File: config.mk
export PLATFORM = sky130hd
export DESIGN_NAME = multiword_adder_ctrl
export DESIGN_NICKNAME = d
export VERILOG_FILES = /design/src/rtl/multiword_adder_ctrl.sv
export SDC_FILE = /design/constraint.sdc
export NUM_CORES = 1
export LEC_CHECK = 0
export CAP_MARGIN = 40
export CORE_ASPECT_RATIO = 0.8
export CORE_MARGIN = 4
export CORE_UTILIZATION = 45
export CTS_CLUSTER_SIZE = 24
export DETAILED_ROUTE_END_ITERATION = 12
export PLACE_DENSITY_LB_ADDON = 0.08
export SYNTH_ARGS = -nofsm -noshare
export SYNTH_HDL_FRONTEND = slang
export SYNTH_HIERARCHICAL = 1
export SYNTH_SLANG_ARGS = --single-unit
File: constraint.sdc
create_clock -name clk -period 11.2 [get_ports clk]
set_input_delay 1.68 -clock clk [delete_from_list [all_inputs] [get_ports clk]]
set_output_delay 1.68 -clock clk [all_outputs]
set_load 0.02 [all_outputs]
File: src/rtl/multiword_adder_ctrl.sv
// Wide add/subtract built from one N-bit ripple adder, one word per clock, LS word first.
// The carry between words is held in a register, so the critical path stays one word deep.

module adder #(
  parameter int N = 8
) (
  input  logic [N-1:0] a,
  input  logic [N-1:0] b,
  input  logic         cin,
  output logic [N-1:0] sum,
  output logic         co
);
  logic c;

  always_comb begin
    c   = cin;
    sum = '0;
    for (int i = 0; i < N; i++) begin
      sum[i] = a[i] ^ b[i] ^ c;
      c      = (a[i] & b[i]) | (c & (a[i] ^ b[i]));
    end
    co = c;
  end
endmodule

module multiword_adder_ctrl #(
  parameter int N     = 8,
  parameter int WORDS = 4
) (
  input  logic                 clk,
  input  logic                 rst_n,
  input  logic                 start,
  input  logic                 sub,
  input  logic [N*WORDS-1:0]   a,
  input  logic [N*WORDS-1:0]   b,
  output logic                 busy,
  output logic                 done,
  output logic [N*WORDS-1:0]   result,
  output logic                 cout,
  output logic                 ovf
);
  localparam int IW = (WORDS > 1) ? $clog2(WORDS) : 1;

  typedef enum logic [1:0] {IDLE, RUN, DONE} state_t;

  state_t                   state;
  logic [IW-1:0]            idx;
  logic                     carry;
  logic [WORDS-1:0][N-1:0]  ra, rb, res;
  logic [N-1:0]             wa, wb, sum;
  logic                     co, last;

  assign wa   = ra[idx];
  assign wb   = rb[idx];
  assign last = (idx == IW'(WORDS - 1));

  adder #(.N(N)) u_adder (
    .a   (wa),
    .b   (wb),
    .cin (carry),
    .sum (sum),
    .co  (co)
  );

  // Subtraction is a + ~b + 1: invert b on capture and seed the carry with 1.
  always_ff @(posedge clk or negedge rst_n) begin
    if (!rst_n) begin
      state <= IDLE;
      idx   <= '0;
      carry <= 1'b0;
      ra    <= '0;
      rb    <= '0;
      res   <= '0;
      cout  <= 1'b0;
      ovf   <= 1'b0;
    end else begin
      case (state)
        IDLE: if (start) begin
          ra    <= a;
          rb    <= sub ? ~b : b;
          carry <= sub;
          idx   <= '0;
          state <= RUN;
        end
        RUN: begin
          res[idx] <= sum;
          carry    <= co;
          if (last) begin
            cout  <= co;
            ovf   <= (ra[WORDS-1][N-1] == rb[WORDS-1][N-1]) && (sum[N-1] != ra[WORDS-1][N-1]);
            state <= DONE;
          end else begin
            idx <= idx + IW'(1);
          end
        end
        DONE:    state <= IDLE;
        default: state <= IDLE;
      endcase
    end
  end

  assign result = res;
  assign busy   = (state == RUN);
  assign done   = (state == DONE);
endmodule

==> results of run 1 <==
[cells by family (layout without fill, tap and decap cells)]
logic type	count (synthesis)	count (layout)
mux	81	81
compound gates	39	39
flops	103	103
xor+xnor	32	32
fa+ha+maj	12	12
simple gates	47	47
buf+inv	34	137
[stage by stage]
step	cell area (µm²)	std cells	setup WS, ns
finish	6320	591	6.37
global route	6320	591	6.12
CTS	6320	591	6.36
detailed placement	6000	575	6.36
global placement	6000	575	6.41
floorplan	4890	348	6.36
[cell usage in the layout (no fill, tap or decap), types with 5 or more instances in the layout]
cell type        count
dfrtp_1            103
a21oi_1             33
xnor2_1             32
clkdlybuf4s50_1    101
mux2_4              24
clkbuf_16            9
nor2_1              34
mux4_2              16
mux2_2               9
buf_4                5
mux2_1              32
fa_1                 8
inv_1               14
[final cells by class]
class / instances / share of cell area, %
clock buffer: 9 / 3.56
clock inverter: 7 / 1.62
inverter: 14 / 0.831
multi-input combinational: 211 / 33.8
sequential: 103 / 40.8
tap: 140 / 2.77
timing repair buffer: 107 / 16.7
[how the worst max path moves through the flow]
stage	from	to	depth (start not counted)
after floorplan	idx[0]	ovf	18
after global placement	idx[0]	ovf	16
after detailed placement	idx[0]	ovf	16
after CTS	idx[0]	ovf	16
after global routing	idx[0]	ovf	16
final	idx[0]	ovf	16
[report_power, final]
group / internal, µW / total (µW) / switching [µW]
sequential: 568 / 685 / 118
combinational: 609 / 1160 / 551
clock: 199 / 337 / 138
[metal layers]
layer | global-route usage, % | share of wire [%] | vias up
met2 | 25.8 | 45 | 73
met1 | 23.9 | 49 | 1449
li1 | - | - | 1396
met5 | 0 | 0 | -
met4 | 4.55 | 1.1 | 0
met3 | 4.80 | 5.4 | 11
[flip-flops by register name, indices dropped and copies added (netlist names)]
register,count
rb,32
cout,1
carry,1
idx,2
ra,32
ovf,1
state,2
result,32
[worst reg2reg max path, stage by stage, from the launching register on]
cell and delay (ns):
dfrtp_1 0.48, mux4_2 0.57, fa_1 0.42, inv_1 0.07, fa_1 0.16, inv_1 0.05, fa_1 0.37, fa_1 0.39
fa_1 0.42, fa_1 0.41, fa_1 0.37, inv_1 0.08, fa_1 0.40, inv_1 0.14, and3b_1 0.19, a21oi_1 0.10
o21ai_0 0.08
==> flow_summary.json, run 1 <==
{
  "status": "completed",
  "ys_seq_elements": 103,
  "worstReg2RegEnd": "ovf",
  "cp-start-kind": "flop",
  "cp_top_family": "adder cells",
  "rrSetupSlack_ns": 6.37,
  "synth_async_sr_flop_share_pct": 100,
  "finalWeightedCongestion": 0.713,
  "fin_hold_ws_ns": 0.480,
  "fp-row-count": 33,
  "grt_max_degree": 87,
  "grt-ovfl-total": 0,
  "vias": 2929,
  "vias_per_cell": 4.96,
  "wire_per_inst_um": 16.8,
  "skew_ns": 0.00668,
  "crit_type": "reg -> reg",
  "yosys.area.top_type": "dfrtp_1",
  "max_freq_mhz": 207,
  "muxShareOfSynthArea_pct": 24.2,
  "fin_nets": 526,
  "setup_violations": 0,
  "maxSlewHeadroom_pct": 38.8,
  "setup_tns_ns": 0,
  "ant_nets": 0,
  "fp.dieW_um": 125,
  "first_iter_violations": 107,
  "cp.required_ns": 11.41,
  "avgSynthCellArea_um2": 14.1,
  "synth_nets": 428,
  "drc_errors": 0,
  "hold_depth": 1,
  "finalHoldViolCount": 0,
  "period_minus_slack_ns": 4.83,
  "routed_wl_um": 9930,
  "htree_levels": 3,
  "regArea_mm2": 0.00258,
  "dieArea_mm2": 0.0126,
  "synthCells": 348,
  "area_delta_synth_final_pct": 29.4,
  "drive_above_1_share_pct": 17.1,
  "worstHoldStart": "ra[27]",
  "worstRegToRegCells": 16,
  "numCtsBuffers": 9,
  "total_power_uw": 2180,
  "r2r_start": "idx[0]",
  "yosysUniqueCellTypes": 28,
  "yosys.area.top_type_share_pct": 52.7,
  "die_h_um": 101,
  "slowest_stage": "mux4_2",
  "cap_violations": 0,
  "path_max_fanout": 6,
  "cts_hold_buf": 0,
  "post-route-util_pct": 60.5,
  "synth_area_mm2": 0.00489,
  "cts_tree": "built",
  "clk_pin_slew_ns": 0.07,
  "insertion_delay_ns": 0.34,
  "period_share_pct": 43.1,
  "grt_pass1_vias": 3142,
  "seq_area_frac_synth_pct": 52.7,
  "synthSimpleGateAreaFrac_pct": 5.40,
  "yosys.area_share.xor_xnor_pct": 5.73,
  "ys.flop_type": "dfrtp_1",
  "tightest_slew_ns": 0.918,
  "crit_buf_inv": 4,
  "path_cells": "mux4_2, fa_1, inv_1, fa_1, inv_1, fa_1, fa_1, fa_1, fa_1, fa_1, inv_1, fa_1, inv_1, and3b_1, a21oi_1, o21ai_0",
  "dp_hpwl_um": 7420,
  "yosys-top-cells-count": "dfrtp_1, nor2_1, a21oi_1, mux2_1, xnor2_1",
  "p_leak_uw": 0.00265,
  "core_area_mm2": 0.0104,
  "synth_most_common_cell": "dfrtp_1",
  "rsz0062_at_grt": "no",
  "synth-compound-area-share_pct": 4.12,
  "critical_path_arrival_ns": 5.03,
  "multi_input_area_mm2": 0.00214,
  "filler_cell_count": 832,
  "cts_max_path_buffers": 2,
  "drv_slew": 0,
  "drtPass1Iterations": 4,
  "yosys.area_share.adder_pct": 4.30,
  "synth_top_family_by_area": "multiplexers",
  "peakVddDrop_uv": 215,
  "cts-resized-gates": 0,
  "root_buffer": "clkbuf_16",
  "diodes": 0,
  "grt_pass1_wl_um": 16600,
  "critPathMostFrequentCell": "fa_1",
  "cp_slowest_stage_delay_ns": 0.57,
  "cts_setup_buffers": 0,
  "cp-end-kind": "flop",
  "io_buffers": 103,
  "p_per_area_mw_per_mm2": 345,
  "hold_path.class": "reg -> reg",
  "start_util_pct": 46.8,
  "ios": 104,
  "synth.area.top_cells": "dfrtp_1, mux2_1, mux2_4, mux4_2, xnor2_1",
  "grtUsageTotal_pct": 16.8,
  "synth_edf_count": 0,
  "cts.sinks": 103,
  "yosys_warnings": 6,
  "min_to": "ra[27]",
  "antenna_found_initial": 0
}
No activity file was read; power rests on OpenSTA's default activity.
==> run 2: changes to the inputs <==
Clock period 11.2 ns to 4.3 ns, I/O delays scaled along.
==> run 2 against run 1 <==
The run now ends with setup timing left. Largest power group unchanged. Die area is the same. Sequential power grew to 2.6 times the previous value. Maximum frequency grew 11%. Power grew to 2.6 times the previous value. Cell count grew 1.2%. Count of clock-buffer cells in the layout grew 3. Clock skew is essentially flat. Combinational power grew to 2.8 times the previous value. Critical endpoint unchanged.
==> flow_summary.json, run 2 (synthesized netlist as in run 1, its figures left out) <==
{
  "grt-ovfl-total": 0,
  "drtPass1Iterations": 4,
  "dp_hpwl_um": 7640,
  "hold_path.class": "in -> async",
  "p_per_area_mw_per_mm2": 903,
  "final_common_cell": "dfrtp_1",
  "grt_max_degree": 87,
  "grtUsageTotal_pct": 16.8,
  "vias": 2976,
  "fp-row-count": 33,
  "slowest_stage": "mux4_2",
  "drv_slew": 0,
  "finalHoldViolCount": 0,
  "multi_input_area_mm2": 0.00215,
  "htree_levels": 3,
  "setup_violations": 1,
  "max_freq_mhz": 230,
  "root_buffer": "clkbuf_16",
  "drive_above_1_share_pct": 20.1,
  "first_iter_violations": 145,
  "finalWeightedCongestion": 0.731,
  "period_share_pct": 101,
  "place_worst_setup_slack_ns": -0.137,
  "cp-start-kind": "flop",
  "fin_nets": 533,
  "rsz0062_at_grt": "yes",
  "ios": 104,
  "cp-end-kind": "flop",
  "cap_violations": 0,
  "period_minus_slack_ns": 4.35,
  "p_leak_uw": 0.00266,
  "diodes": 0,
  "top_layer": "met4",
  "routed_wl_um": 10100,
  "cts_tree": "built",
  "ant_nets": 0,
  "start_util_pct": 46.8,
  "area_delta_synth_final_pct": 30.7,
  "critPathMostFrequentCell": "fa_2",
  "io_buffers": 103,
  "rrSetupSlack_ns": -0.05,
  "crit_buf_inv": 4,
  "fp.dieW_um": 125,
  "filler_cell_count": 828,
  "status": "finished, violations left",
  "path_cells": "mux4_2, fa_2, inv_2, fa_1, inv_1, fa_2, fa_2, fa_2, fa_2, fa_2, inv_2, fa_1, inv_2, and3b_1, a21oi_1, o21ai_1",
  "wl_met1_um": 4770,
  "mostFrequentLayoutCells": "dfrtp_1, clkdlybuf4s50_1, nor2_1",
  "insertion_delay_ns": 0.34,
  "peakVddDrop_uv": 432,
  "r2r_start": "idx[0]",
  "grt_pass1_vias": 3188,
  "wl_met2_um": 4730,
  "violations": "setup timing",
  "die_h_um": 101,
  "cts_max_path_buffers": 2,
  "dpl-instance-area_mm2": 0.00610,
  "tightest_slew_ns": 0.729,
  "worst-path-stages": 16,
  "crit_type": "reg -> reg",
  "setup_tns_ns": -0.0460,
  "cp_top_family": "adder cells",
  "cts.sinks": 103,
  "wire_per_inst_um": 16.9,
  "regArea_mm2": 0.00258,
  "critical_path_arrival_ns": 4.55,
  "drc_errors": 0,
  "worstRegToRegCells": 16,
  "dieArea_mm2": 0.0126,
  "core_area_mm2": 0.0104,
  "numCtsBuffers": 9,
  "final.setup.worst_slack_ns": -0.0460,
  "vias_per_cell": 4.98,
  "cp_slowest_stage_delay_ns": 0.54,
  "clk_pin_slew_ns": 0.07,
  "cts_hold_buf": 0,
  "finish.instance_area_mm2": 0.00639,
  "wl_met3_um": 480,
  "antenna_found_initial": 0,
  "maxSlewHeadroom_pct": 51.3,
  "worstReg2RegEnd": "ovf",
  "grt_pass1_wl_um": 16500,
  "path_max_fanout": 4,
  "cp.required_ns": 4.51,
  "skew_ns": 0.00655
}
==> run 2: repair_timing <==
action | CTS | global route
buffers inserted | 0 | 1
pin swaps | 4 | 4
setup endpoints to repair | 1 | 5
gates resized for setup | 4 | 1
==> run 2: worst max path at each step <==
| stage | from | to | slack (ns) |
|---|---|---|---|
| final | idx[0] | ovf | -0.05 |
| after global routing | idx[0] | ovf | -0.19 |
| after CTS | idx[0] | ovf | -0.11 |
| after detailed placement | idx[0] | ovf | -0.14 |
| after global placement | idx[0] | ovf | -0.10 |
| after floorplan | idx[0] | ovf | -0.26 |
==> run 2: worst reg2reg max path: stages, from the launching register on <==
cell and delay (ns):
dfrtp_2 0.40, mux4_2 0.54, fa_2 0.40, inv_2 0.06, fa_1 0.15, inv_1 0.05, fa_2 0.34, fa_2 0.38
fa_2 0.35, fa_2 0.36, fa_2 0.34, inv_2 0.07, fa_1 0.39, inv_2 0.06, and3b_1 0.16, a21oi_1 0.11
o21ai_1 0.07
==> run 2: through the flow <==
step | util [%] | cells | hold slack (ns) | power [µW]
final | 61.2 | 598 | 0.165 | 5770
after global routing | 61.2 | 598 | 0.171 | 6160
after CTS | 61.1 | 597 | 0.163 | 5840
after detailed placement | 58.4 | 581 | 0.472 | 5040
after global placement | 57.9 | 579 | 0.462 | 4940
after floorplan | - | 348 | 0.349 | 3950
==> run 2: final cells by class <==
class,instances,share of cell area [%]
Multi-Input combinational cell,211,33.7
Inverter,14,0.823
Timing Repair Buffer,114,18.0
Clock buffer,12,3.86
Tap cell,140,2.74
Clock inverter,4,0.490
Sequential cell,103,40.4
==> run 2: routing by layer <==
layer,track usage [%],up-vias
met4,4.55,0
met1,22.8,1489
met3,4.64,9
met2,27.1,71
met5,0,-
li1,-,1407
==> run 2: where the power goes <==
part / leakage [µW] / internal, µW / switching, µW
Sequential: 0.00119 / 1480 / 298
Combinational: 0.00134 / 1730 / 1500
Clock: 0.000125 / 410 / 348
Total: 0.00266 / 3620 / 2150
==> run 3: changes to the inputs <==
Settings changed: CAP_MARGIN 40 to 20.
==> run 3 against run 2 <==
The flow still finishes with violations (setup timing). Clock skew fell by 0.0022 ns. Critical path depth did not move. Utilization barely moved.
==> flow_summary.json, run 3 (synthesized netlist as in run 1, its figures left out) <==
{
  "period_share_pct": 101,
  "worstRegToRegCells": 16,
  "fin_cells": 597,
  "grt_pass1_wl_um": 16300,
  "hold_path.class": "in -> async",
  "power_switching_uw": 2120,
  "wire_per_inst_um": 16.8,
  "drive_above_1_share_pct": 19.9,
  "htree_levels": 3,
  "fp.dieW_um": 125,
  "slowest_stage": "mux4_2",
  "vias": 3006,
  "p_clk_share_pct": 14.3,
  "rrSetupSlack_ns": -0.02,
  "worst-path-stages": 16,
  "skew_ns": 0.00431,
  "grt-ovfl-total": 0,
  "seqPwrFrac_pct": 30.5,
  "path_cells": "mux4_2, fa_2, inv_2, fa_1, inv_1, fa_2, fa_2, fa_2, fa_2, fa_2, inv_2, fa_1, inv_2, and3b_1, a21oi_1, o21ai_1",
  "clk_pin_slew_ns": 0.07,
  "io_buffers": 103,
  "cp_top_family": "adder cells",
  "grt_pass1_vias": 3182,
  "start_util_pct": 46.8,
  "antenna_found_initial": 0,
  "place_inst": 579,
  "total_power_uw": 5810,
  "critical_path_arrival_ns": 4.53,
  "numCtsBuffers": 9,
  "mostFrequentLayoutCells": "dfrtp_1, clkdlybuf4s50_1, nor2_1",
  "drv_slew": 0,
  "crit_type": "reg -> reg",
  "routed_wl_um": 10000,
  "cp-start-kind": "flop",
  "worstReg2RegEnd": "ovf",
  "cp.required_ns": 4.51,
  "vias_per_cell": 5.04,
  "cts_max_path_buffers": 2,
  "cap_violations": 0,
  "diodes": 0,
  "critPathMostFrequentCell": "fa_2",
  "drc_errors": 0,
  "rsz0062_at_grt": "yes",
  "dieArea_mm2": 0.0126,
  "dp_hpwl_um": 7500,
  "maxSlewHeadroom_pct": 38.5,
  "filler_cell_count": 842,
  "max_freq_mhz": 231,
  "final_common_cell": "dfrtp_1",
  "grtUsageTotal_pct": 16.5,
  "drtPass1Iterations": 4,
  "cts_hold_buf": 0,
  "r2r_start": "idx[0]",
  "ios": 104,
  "crit_buf_inv": 4,
  "pwr-share-comb_pct": 55.1,
  "p_per_area_mw_per_mm2": 908,
  "setup_violations": 1,
  "cp_slowest_stage_delay_ns": 0.54,
  "core_area_mm2": 0.0104,
  "status": "finished, violations left",
  "violations": "setup timing",
  "period_minus_slack_ns": 4.32,
  "ant_nets": 0,
  "finalHoldViolCount": 0,
  "path_max_fanout": 4,
  "insertion_delay_ns": 0.34,
  "p_int_uw": 3680,
  "switching_share_pct": 36.6,
  "finalWeightedCongestion": 0.731,
  "fp-row-count": 33,
  "root_buffer": "clkbuf_16",
  "final.setup.worst_slack_ns": -0.0224,
  "area_delta_synth_final_pct": 30.7,
  "die_h_um": 101,
  "grt_max_degree": 87,
  "cts_tree": "built",
  "p_leak_uw": 0.00267,
  "first_iter_violations": 117,
  "cts.sinks": 103,
  "place_worst_setup_slack_ns": -0.150,
  "tightest_slew_ns": 0.923,
  "cp-end-kind": "flop",
  "peakVddDrop_uv": 466,
  "fin_nets": 532
}
[run 3: cell count changes in the layout (fill, tap and decap cells not counted)]
cell and change:
bufinv_16 +1, dfrtp_1 +1, clkbuf_8 +1, clkbuf_1 -1, buf_16 -1, dfrtp_2 -1
clkinvlp_4 -1
[run 3: power by group through the flow]
stage	Sequential (µW)	Combinational [µW]	Clock, µW
floorplan	1890	2060	0
CTS	1780	3270	850
detailed placement	1790	3230	0
global placement	1780	3160	0
finish	1770	3200	832
global route	1830	3510	889
[run 3: worst max-delay path by stage]
stage,start,endpoint,slack (ns)
2_1_floorplan,idx[0],ovf,-0.26
3_3_place_gp,idx[0],ovf,-0.10
3_5_place_dp,idx[0],ovf,-0.15
4_1_cts,idx[0],ovf,-0.03
5_1_grt,idx[0],ovf,-0.17
6_report,idx[0],ovf,-0.02
[run 3: layout make-up]
cell class	count	area [µm²]	area share (%)
Sequential cell	103	2580	40.3
Multi-Input combinational cell	211	2150	33.7
Timing Repair Buffer	113	1120	17.6
Clock buffer	12	256	4.01
Tap cell	140	175	2.74
Clock inverter	4	53.8	0.842
Inverter	14	52.6	0.822
[run 3: through the flow]
stage / TNS [ns] / utilization, % / hold slack, ns / cell area [µm²]
after floorplan: -0.258 / - / 0.349 / 4910
after global placement: -0.105 / 57.9 / 0.462 / 6050
after detailed placement: -0.150 / 57.9 / 0.473 / 6050
after CTS: -0.0287 / 61.0 / 0.488 / 6370
after global routing: -0.178 / 61.2 / 0.330 / 6390
final: -0.0224 / 61.2 / 0.300 / 6390
[run 3: metal layers]
layer	vias to the layer above	routed length, µm	GRT usage [%]
li1	1410	-	-
met1	1501	4810	22.9
met2	85	4580	25.7
met3	10	552	4.85
met4	0	103	4.55
met5	-	0	0
[run 3: worst reg2reg max path: stages (launching register included)]
cell and delay [ns]:
dfrtp_1 0.42, mux4_2 0.54, fa_2 0.39, inv_2 0.06
fa_1 0.15, inv_1 0.05, fa_2 0.33, fa_2 0.36
fa_2 0.35, fa_2 0.35, fa_2 0.34, inv_2 0.07
fa_1 0.39, inv_2 0.06, and3b_1 0.16, a21oi_1 0.11
o21ai_1 0.06
[run 3: timing repair]
action	4_1_cts	5_1_grt
pin swaps	2	0
setup endpoints to repair	1	2
resized for setup	4	0
buffers inserted	1	0
endpoints found under the hold margin	0	0
